===== config.mk =====
export PLATFORM = sky130hd
export DESIGN_NAME = matrix_result_streamer
export DESIGN_NICKNAME = d
export VERILOG_FILES = /design/src/rtl/matrix_result_streamer.sv
export SDC_FILE = /design/constraint.sdc
export NUM_CORES = 1
export LEC_CHECK = 0
export BUFFER_PORTS_ARGS = -buffer_cell sky130_fd_sc_hd__buf_2
export CORE_AREA = 2 2 294 296
export DETAILED_ROUTE_END_ITERATION = 8
export DIE_AREA = 0 0 296 298
export HOLD_SLACK_MARGIN = 0.02
export PLACE_DENSITY = 0.56
export REMOVE_ABC_BUFFERS = 1
export SETUP_SLACK_MARGIN = 0.02
export SLEW_MARGIN = 20
export SYNTH_ARGS = -nofsm -noshare
export SYNTH_HDL_FRONTEND = slang
export SYNTH_SLANG_ARGS = --single-unit

===== constraint.sdc =====
create_clock -name clk_i -period 67.6 [get_ports clk_i]
set_input_delay 13.52 -clock clk_i [delete_from_list [all_inputs] [get_ports clk_i]]
set_output_delay 13.52 -clock clk_i [all_outputs]
set_load 0.005 [all_outputs]

===== src/rtl/matrix_result_streamer.sv =====
// matrix_result_streamer
// Takes one complete result matrix C in a single valid cycle and streams it
// out one element per beat over a valid/ready handshake. Each beat carries
// the element's row and column and marks the final element with last_o.
//
// Build option: define MATRIX_RESULT_STREAMER_COL_MAJOR_EN for column-major
// beat order. Without it (the default) beats are row-major.

module matrix_result_streamer #(
    parameter int A_ROWS       = 8,
    parameter int B_COLUMNS    = 5,
    parameter int C_DATA_WIDTH = 18,
    parameter int ROW_W        = (A_ROWS > 1) ? $clog2(A_ROWS) : 1,
    parameter int COL_W        = (B_COLUMNS > 1) ? $clog2(B_COLUMNS) : 1
) (
    input  logic                    clk_i,
    input  logic                    reset_i,
    input  logic                    valid_i,
    input  logic [C_DATA_WIDTH-1:0] c_i [A_ROWS*B_COLUMNS],
    output logic                    ready_o,
    output logic [C_DATA_WIDTH-1:0] data_o,
    output logic [ROW_W-1:0]        row_o,
    output logic [COL_W-1:0]        col_o,
    output logic                    valid_o,
    input  logic                    ready_i,
    output logic                    last_o,
    output logic                    overrun_o
);

    localparam int N     = A_ROWS * B_COLUMNS;
    localparam int IDX_W = (N > 1) ? $clog2(N) : 1;

    localparam logic [IDX_W-1:0] IDX_LAST = IDX_W'(N - 1);
    localparam logic [ROW_W-1:0] ROW_LAST = ROW_W'(A_ROWS - 1);
    localparam logic [COL_W-1:0] COL_LAST = COL_W'(B_COLUMNS - 1);

    localparam logic [0:0] ST_IDLE   = 1'b0;
    localparam logic [0:0] ST_STREAM = 1'b1;

    logic [0:0]              state_q;
    logic [IDX_W-1:0]        idx_q;
    logic [ROW_W-1:0]        row_q;
    logic [COL_W-1:0]        col_q;
    logic [C_DATA_WIDTH-1:0] buffer_q [N];
    logic                    overrun_q;

    logic                    streaming;
    logic                    idx_at_end;
    logic                    capture;
    logic                    finish;
    logic                    advance;
    logic [IDX_W-1:0]        rd_addr;

    assign streaming  = (state_q == ST_STREAM);
    assign idx_at_end = (idx_q == IDX_LAST);

    // A new matrix can be taken when idle, or on the very cycle the final
    // beat of the current matrix is handed off, so matrices stream with no
    // bubble in between. This is why ready_o looks at ready_i.
    assign valid_o = streaming;
    assign last_o  = streaming & idx_at_end;
    assign ready_o = !streaming | (ready_i & last_o);

    assign capture = valid_i & ready_o;
    assign finish  = streaming & ready_i & idx_at_end & !valid_i;
    assign advance = streaming & ready_i & !idx_at_end;

    // Beat sequencing: idx counts beats for last_o, while row/col counters
    // walk the matrix in the configured order so no divider is needed.
    always_ff @(posedge clk_i or posedge reset_i) begin
        if (reset_i) begin
            state_q <= ST_IDLE;
            idx_q   <= '0;
            row_q   <= '0;
            col_q   <= '0;
        end else if (capture) begin
            state_q <= ST_STREAM;
            idx_q   <= '0;
            row_q   <= '0;
            col_q   <= '0;
        end else if (finish) begin
            state_q <= ST_IDLE;
            idx_q   <= '0;
            row_q   <= '0;
            col_q   <= '0;
        end else if (advance) begin
            idx_q <= idx_q + 1'b1;
`ifdef MATRIX_RESULT_STREAMER_COL_MAJOR_EN
            if (row_q == ROW_LAST) begin
                row_q <= '0;
                col_q <= col_q + 1'b1;
            end else begin
                row_q <= row_q + 1'b1;
            end
`else
            if (col_q == COL_LAST) begin
                col_q <= '0;
                row_q <= row_q + 1'b1;
            end else begin
                col_q <= col_q + 1'b1;
            end
`endif
        end
    end

    // Capture buffer is pure datapath; outputs are gated by valid_o, so it
    // needs no reset. A dropped (overrun) matrix never reaches it.
    always_ff @(posedge clk_i) begin
        if (capture) begin
            buffer_q <= c_i;
        end
    end

    // Flag a matrix that arrived while the streamer could not take it.
    always_ff @(posedge clk_i or posedge reset_i) begin
        if (reset_i) begin
            overrun_q <= 1'b0;
        end else begin
            overrun_q <= valid_i & !ready_o;
        end
    end

`ifdef MATRIX_RESULT_STREAMER_COL_MAJOR_EN
    assign rd_addr = IDX_W'(int'(row_q) * B_COLUMNS + int'(col_q));
`else
    assign rd_addr = idx_q;
`endif

    assign data_o    = streaming ? buffer_q[rd_addr] : '0;
    assign row_o     = streaming ? row_q : '0;
    assign col_o     = streaming ? col_q : '0;
    assign overrun_o = overrun_q;

endmodule


# Word level (Yosys, flattened, before mapping)
# Index checks and enable logic that the tools add are counted.
# W data, S select, Z words.
# word_totals
regBits	734
output_inout_bits	28
# op_classes
n_addsub	3
magnitude_cmp	1
n_eq_ne	2
muxes	19
bitwise	10
n_reduce_logical	8
# op_table
operator	n
$bmux W18 S6	1
$mux W18	3
$mux W3	10
$mux W6	3
$and A1 B1 Y1	8
$ge A7 B7 Y1 const B	1
$not A6 Y7	1
$add A3 B1 Y3 const B	2
$add A6 B1 Y6 const B	1
$eq A6 B6 Y1 const B	1
$reduce_bool A3 Y1	2
$logic_not A1 Y1	4
$eq A3 B3 Y1 const B	1
$mux W1	2
$reduce_and A2 Y1	1
$reduce_bool A2 Y1	1
$or A1 B1 Y1	1

# Depth between registers and ports, before layout
# Gate-level depths: netlist of the first run.
# logic_depth
depth_word	7
mapped_depth	9
ltp_nobuf	7

# Worst setup path after synthesis of the first run
# OpenSTA, ideal clock, no wires.
# synth_timing
kind	input -> register
start	input valid_i
end	register buffer_q[0] (netlist name), enable pin
arrival_time_ps	48047
setup_slack_ps	17506
cell_stages	2
cell_sequence	inv_1 a21oi_1
# synth_between
elab_chain_cells	1
# synth_rtl
element	line_no	source
start: declaration	18	input logic valid_i,
$and A1 B1 Y1	64	assign capture = valid_i & ready_o;
net capture	49	logic capture;
end signal: assignment	110	buffer_q <= c_i;
end: declaration	44	logic [C_DATA_WIDTH-1:0] buffer_q [N];
# The timed path passes the listed nets, and every way through them passes these cells.
# A chain may end at the register's enable or synchronous reset.

# Worst setup path in the final report of the first run
# layout_timing
start	input ready_i
end	output ready_o
# layout_between
elab_chain_cells	2
# layout_rtl
element	line_no	source
start: declaration	25	input logic ready_i,
$and A1 B1 Y1	62	assign ready_o = !streaming | (ready_i & last_o);
$or A1 B1 Y1	62	
end: declaration	20	output logic ready_o,
# Every way passes these cells.

==> key figures, run 1 <==
Floorplan
  • Core Area: 84900 um^2
  • Die height: 298 um
  • Site Rows: 107
  • Die Width: 296 um
  • Top Ports: 752
  • Starting Density: 33.3%
  • Die area: 88200 um^2

Critical path
  • WS Path Type: in -> out
  • FF-to-FF path depth: 10
  • Crit start category: input pin
  • Arrival time worst endpoint: 14040 ps
  • Crit path required time: 54080 ps
  • Worst Setup End Kind: output pin
  • Crit path max fanout: 4

STA
  • Rel. slew slack: 27.2%
  • Slew at the pin closest to its max-slew limit: 1090 ps
  • Final TNS setup: 0 ps
  • Skew final: 20.6 ps
  • Fmax: 36.3 MHz
  • Fin. Hold Viols: 0
  • Pins Over Slew Limit: 0
  • Final setup violation count: 0
  • Final period utilization: 40.8%
  • RSZ-0062 raised after global routing: no
  • Tmin final: 27560 ps

Power
  • Peak VDD IR: 0.0000282 V
  • Int Pwr: 898 uW
  • Leak: 13.1 nW
  • Pwr Density: 35.2 nW/um^2
  • Comb power frac: 24.2%
  • Switching Fraction: 29.3%
  • Switching power: 372 uW
  • Clock share of power: 34.3%
  • Sequential Power Share: 41.5%

Detailed routing
  • Routed wire length: 84500 um
  • WL per Instance: 25.4 um
  • DRC Markers: 0
  • Via density: 4.78
  • First-pass DRT Iterations: 5
  • Vias: 15934
  • Final ANT Viol Nets: 0
  • Initial DRC count: 1242

Global route
  • Vias in the first global route: 17195
  • First-pass GRT wire length: 117000 um
  • Met2 Use GR: 32.9%
  • Total grt overflow: 0
  • GRT met1 Usage: 21.9%
  • Initial antenna violation count: 45
  • Tot GR Track Use: 18.7%
  • Met3 Usage GRT: 5.35%
  • Gr busiest metal: met2
  • Pin count of the biggest net entering global routing: 185

Layout
  • Post-layout util: 42.5%
  • NumNets Final: 2822
  • Most common cell after layout, fill and taps aside: buf_2
  • Commonest cells after routing, fill and taps aside: 751 x buf_2, 720 x edfxtp_1, 141 x mux2i_1
  • Layout area overhead: 27.6%
  • Final Instance Area: 36100 um^2
  • Share of layout cells above drive strength 1: 49.2%

CTS
  • Postcts setup bufs: 0
  • Clock-pin transition on the worst setup and hold timing paths: 50 ps
  • Hold_buf cts: 0
  • Total CTS buffers: 82
  • # resized after CTS: 0
  • Worst-skew pair later-pin latency: 630 ps
  • Clock Sink Count: 734
  • Root buffer cell: clkbuf_16
  • CTS tree: yes
  • Longest Clk Path Bufs: 3
  • H-Tree Depth: 3

Logic synthesis
  • Post-Syn Instances: 1302
  • Seq/Total Area, Yosys: 77.6%
  • Ys Warns: 0
  • Register bit total from synthesis: 734
  • EDFF count, synth: 720
  • Library cells used by synthesis: 42
  • Async S/R FF share, synth: 1.91%
  • Post-Syn Area: 28300 um^2
  • Synth Area per Inst: 21.7 um^2
  • Most used flip-flop cell after synthesis: edfxtp_1

Worst hold path
  • Hold Path Class: reg -> reg
  • Hold Crit Depth: 1

Placed design
  • DP HPWL: 60700 um
  • Placer's final routability congestion estimate: 0.812
  • Port Buffers: 751
  • DP Area: 33400 um^2

Status
  • Status: finished clean

Run
  • MaxCap Viol Count: 0
synth_stat cells (2+ instances only):
master,instances,area share (%)
dfrtp_1,14,1.2
buf_8,2,0.11
o21ai_0,5,0.088
buf_2,30,0.53
clkbuf_1,22,0.29
nand2b_1,4,0.088
nand3_1,3,0.053
nor2_1,23,0.31
a221oi_1,18,0.56
inv_1,4,0.053
o221ai_1,18,0.56
mux2_2,22,0.88
nand2_1,17,0.23
buf_6,7,0.28
nor3_1,3,0.053
or3b_2,2,0.062
ha_1,4,0.18
buf_4,7,0.19
mux2i_1,141,5.0
mux4_2,126,10
a2111oi_2,3,0.16
nor2b_1,4,0.088
a22o_1,19,0.59
a21oi_1,6,0.11
a211o_1,4,0.12
o22ai_1,37,0.82
and2_1,9,0.20
buf_1,4,0.053
a2111oi_0,9,0.28
nand3b_1,2,0.053
xor2_1,3,0.093
edfxtp_1,720,76
worst paths after layout:
kind                               start            end  slack, ps
worst max-delay path             ready_i        ready_o      40040
worst min-delay path            col_q[2]       col_q[2]        500
worst max register to register  idx_q[1]  buffer_q[172]      61820
worst min register to register  col_q[2]       col_q[2]        500
max in group asynchronous        reset_i       idx_q[2]      54160
min in group asynchronous        reset_i      overrun_o      12970
state kept, by name (all words and copies together), names as in the netlist:
name and cells:
overrun_o 1, col_q 3, valid_o 1, buffer_q 720, row_q 3, idx_q 6
critical path, stage by stage:
cell and delay (ps):
buf_2 120, nand2_1 120, nand2_1 110, buf_2 170
through the flow:
stage               hold WS (ps)  total power [mW]  setup slack [ps]  std cells
detailed placement           501             0.853             40050       3153
floorplan                    443             0.774             17510       1230
finish                       503              1.27             40040       3332
CTS                          509              1.29             40040       3301
global placement             467             0.850             40020       3153
global route                 515              1.32             40000       3325
layer usage:
| metal | wire, um | vias up |
|---|---|---|
| met3 | 6120 | 134 |
| met2 | 44400 | 603 |
| met5 | 203 | - |
| met4 | 1910 | 28 |
| li1 | - | 7134 |
| met1 | 31900 | 8035 |
layout make-up:
| class | count | area, um^2 |
|---|---|---|
| Timing Repair Buffer | 780 | 4020 |
| Inverter | 4 | 15.0 |
| Fill cell | 7629 | 48800 |
| Clock buffer | 101 | 2140 |
| Clock inverter | 47 | 469 |
| Sequential cell | 734 | 22000 |
| Multi-Input combinational cell | 492 | 5970 |
| Tap cell | 1144 | 1430 |
| Antenna cell | 30 | 75.1 |
cell families (layout without fill, tap and decap cells):
logic type	after synthesis	after routing	share of synthesized area, %
buffers and inverters	76	932	1.50
flip-flops	734	734	77.6
XOR/XNOR	4	4	0.124
multiplexers	289	289	15.9
AO/OA/AOI/OAI	127	127	3.54
other	0	30	0
AND/OR/NAND/NOR	68	68	1.15
adder cells (fa/ha/maj)	4	4	0.177
power groups by stage:
stage	logic (mW)	clock network [mW]	registers, mW
after global placement	0.312	0	0.538
after global routing	0.331	0.463	0.529
after CTS	0.316	0.446	0.529
after detailed placement	0.315	0	0.538
final	0.308	0.435	0.527
after floorplan	0.205	0	0.570
(Power assumes the default switching activity.)
==> inputs of run 2 (changes only) <==
--- a/config.mk
+++ b/config.mk
@@ -6,11 +6,11 @@
 export NUM_CORES = 1
 export LEC_CHECK = 0
 export BUFFER_PORTS_ARGS = -buffer_cell sky130_fd_sc_hd__buf_2
-export CORE_AREA = 2 2 294 296
+export CORE_AREA = 2 2 293 295
 export DETAILED_ROUTE_END_ITERATION = 8
-export DIE_AREA = 0 0 296 298
+export DIE_AREA = 0 0 295 297
 export HOLD_SLACK_MARGIN = 0.02
-export PLACE_DENSITY = 0.56
+export PLACE_DENSITY = 0.58
 export REMOVE_ABC_BUFFERS = 1
 export SETUP_SLACK_MARGIN = 0.02
 export SLEW_MARGIN = 20
==> constraint.sdc (replaced) <==
create_clock -name clk_i -period 24.9 [get_ports clk_i]
set_input_delay 4.98 -clock clk_i [delete_from_list [all_inputs] [get_ports clk_i]]
set_output_delay 4.98 -clock clk_i [all_outputs]
set_load 0.005 [all_outputs]
==> run 2 against run 1 <==
Effect of this change:
- worst setup slack worse by 26000 ps
- non-clock buffer count is 1 higher
- wire length is 0.66% lower
- global-route usage is 0.099 points higher
- sequential power grew to 2.7 times the previous value
- clock skew is 4.1 ps lower
- core utilization is 0.28 points higher
- design area is 0.17% higher
- cell count is 0.30% higher
- power grew to 2.7 times the previous value
- combinational power grew to 2.7 times the previous value
- via count is 1.4% higher
- largest power group unchanged
- highest routed layer unchanged
==> key figures, run 2 (synthesis results as in run 1) <==
Status
  • Status: finished clean

Layout
  • Fill cells: 7541 (-1.2%)
  • Fin cells: 3342 (+0.30%)
  • Biggest register: buffer_q
  • NumNets Final: 2824 (+0.071%)
  • Largest registers: buffer_q x720, idx_q x6
  • Most common cell after layout, fill and taps aside: buf_2
  • Max FFs per register: 720 (unchanged)
  • Post-layout util: 42.8% (+0.28 points)
  • Share of layout cells above drive strength 1: 49.4% (+0.19 points)
  • Commonest cells after routing, fill and taps aside: 751 x buf_2, 720 x edfxtp_1, 141 x mux2i_1
  • Final Instance Area: 36200 um^2 (+0.17%)
  • Layout area overhead: 27.8%

Power
  • Peak VDD IR: 0.0000691 V (+150%)
  • Sequential Power Share: 41.5% (about the same)
  • Clock share of power: 34.9% (+0.6 points)
  • Int Pwr: 2.48 mW (+180%)
  • Total power: 3.48 mW (+170%)
  • Switching power: 998 uW (+170%)
  • Leak: 13.1 nW (+0.23%)
  • Pwr Density: 96.1 nW/um^2 (+170%)
  • Comb power frac: 23.5% (-0.7 points)
  • Switching Fraction: 28.7% (-0.61 points)

Floorplan
  • Starting Density: 33.5% (+0.16 points)
  • Die area: 87600 um^2 (-0.67%)
  • Die height: 297 um (-0.34%)
  • Top Ports: 752 (unchanged)
  • Core Area: 84500 um^2 (-0.47%)
  • Site Rows: 107 (unchanged)
  • Die Width: 295 um (-0.34%)

Placed design
  • Placement Setup Slack: 13840 ps (-26200 ps)
  • DP HPWL: 60000 um (-1.0%)
  • Port Buffers: 751 (unchanged)
  • DP Area: 33400 um^2 (about the same)
  • Placer's final routability congestion estimate: 0.835 (+2.8%)
  • Inst Count DP: 3155 (+0.063%)

STA
  • Final TNS setup: 0 ps (unchanged)
  • Slew at the pin closest to its max-slew limit: 1100 ps (+6.23 ps)
  • RSZ-0062 raised after global routing: no
  • Hold slack: 506 ps (+3.73 ps)
  • Skew final: 16.4 ps (-4.14 ps)
  • Fmax: 95.4 MHz
  • Tmin final: 10480 ps
  • Rel. slew slack: 27.0% (-0.28 points)
  • Final setup violation count: 0 (unchanged)
  • Pins Over Slew Limit: 0 (unchanged)
  • Fin worst setup slack: 14420 ps (-25620 ps)
  • Fin. Hold Viols: 0 (unchanged)
  • Final period utilization: 42.1%

CTS
  • Total CTS buffers: 83 (+1.2%)
  • H-Tree Depth: 3 (unchanged)
  • Root buffer cell: clkbuf_16
  • CTS tree: yes
  • # resized after CTS: 0 (unchanged)
  • Hold_buf cts: 0 (unchanged)
  • Clock Sink Count: 734 (unchanged)
  • Postcts setup bufs: 0 (unchanged)
  • Longest Clk Path Bufs: 3 (unchanged)
  • Clock-pin transition on the worst setup and hold timing paths: 60 ps (about the same)
  • Worst-skew pair later-pin latency: 630 ps (about the same)

Critical path
  • Slowest CP cell: buf_2
  • Crit path required time: 19920 ps (-34160 ps)
  • Worst Setup End Kind: output pin
  • Crit start category: input pin
  • WS Path Type: in -> out
  • R2R Setup Slk: 16960 ps (-44860 ps)
  • R2R Path End: buffer_q[658]
  • CP cell instances: buf_2, nand2_1, nand2_1, buf_2
  • Arrival time worst endpoint: 5500 ps (-8540 ps)
  • Worst R2R Start: idx_q[2]
  • Largest stage delay, worst path: 170 ps (about the same)
  • Crit path max fanout: 4 (unchanged)
  • CP top delay family: buffers and inverters
  • Buffers and inverters on the worst path: 2 (unchanged)
  • FF-to-FF path depth: 11 (+1)

Worst hold path
  • Hold Path Class: reg -> reg
  • Hold EP: row_q[2]
  • Hold Crit Depth: 1 (unchanged)
  • Min-Delay Startpoint: row_q[2]

Detailed routing
  • WL per Instance: 25.1 um (-0.96%)
  • First-pass DRT Iterations: 4 (-1)
  • Final ANT Viol Nets: 0 (unchanged)
  • DRC Markers: 0 (unchanged)
  • Vias: 16160 (+1.4%)
  • Via density: 4.84 (+1.1%)
  • Routed wire length: 84000 um (-0.66%)
  • Initial DRC count: 1183 (-4.8%)

Global route
  • Initial antenna violation count: 60 (+33%)
  • First-pass GRT wire length: 117000 um (+0.11%)
  • Tot GR Track Use: 18.8% (+0.099 points)
  • Total grt overflow: 0 (unchanged)
  • Pin count of the biggest net entering global routing: 180 (-2.7%)
  • Vias in the first global route: 17376 (+1.1%)

Run
  • MaxCap Viol Count: 0 (unchanged)
-- run 2: cell count changes in the layout (fill, tap and decap cells not counted), moves of 3 or more --
cell	change
a2111oi_0	+3
bufinv_16	+4
clkinv_1	-6
diode_2	+10
inv_6	+3
-- run 2: worst reg2reg max path: cells and delay by family, from the launching register on --
family          cells  cell delay [ps]
compound gates      1              160
buf+inv             7             5670
flops               1              920
simple gates        3              750
-- run 2: cell type report --
type	count	area [um^2]	area share [%]
well taps	1144	1430	3.96
inverters	4	15.0	0.0415
clock buffers	103	2170	6.01
multi-input cells	492	5960	16.5
repair buffers	781	4000	11.1
diodes	40	100	0.277
flip-flops and latches	734	22000	60.8
clock inverters	44	507	1.40
-- run 2: worst max path at each step --
stage | slack (ps) | to | depth (start not counted) | start
after floorplan | -18850 | buffer_q[0] | 5 | idx_q[1]
after global placement | 14130 | buffer_q[42] | 9 | ready_i
after detailed placement | 13840 | buffer_q[132] | 9 | ready_i
after CTS | 14430 | ready_o | 4 | ready_i
after global routing | 14350 | buffer_q[496] | 9 | ready_i
final | 14420 | ready_o | 4 | ready_i
-- run 2: layer usage --
layer  wire [um]  track usage (%)  share of wire, %
met1       30600             21.4                36
met2       43700             32.9                52
met3        6470             5.57               7.7
met4        2910             7.68               3.5
met5         277                0              0.33
-- run 2: power by group through the flow --
stage	Clock, mW	Sequential [mW]	Combinational (mW)
finish	1.21	1.44	0.818
global route	1.29	1.45	0.886
CTS	1.24	1.45	0.840
detailed placement	0	1.47	0.837
global placement	0	1.47	0.831
floorplan	0	1.55	0.556
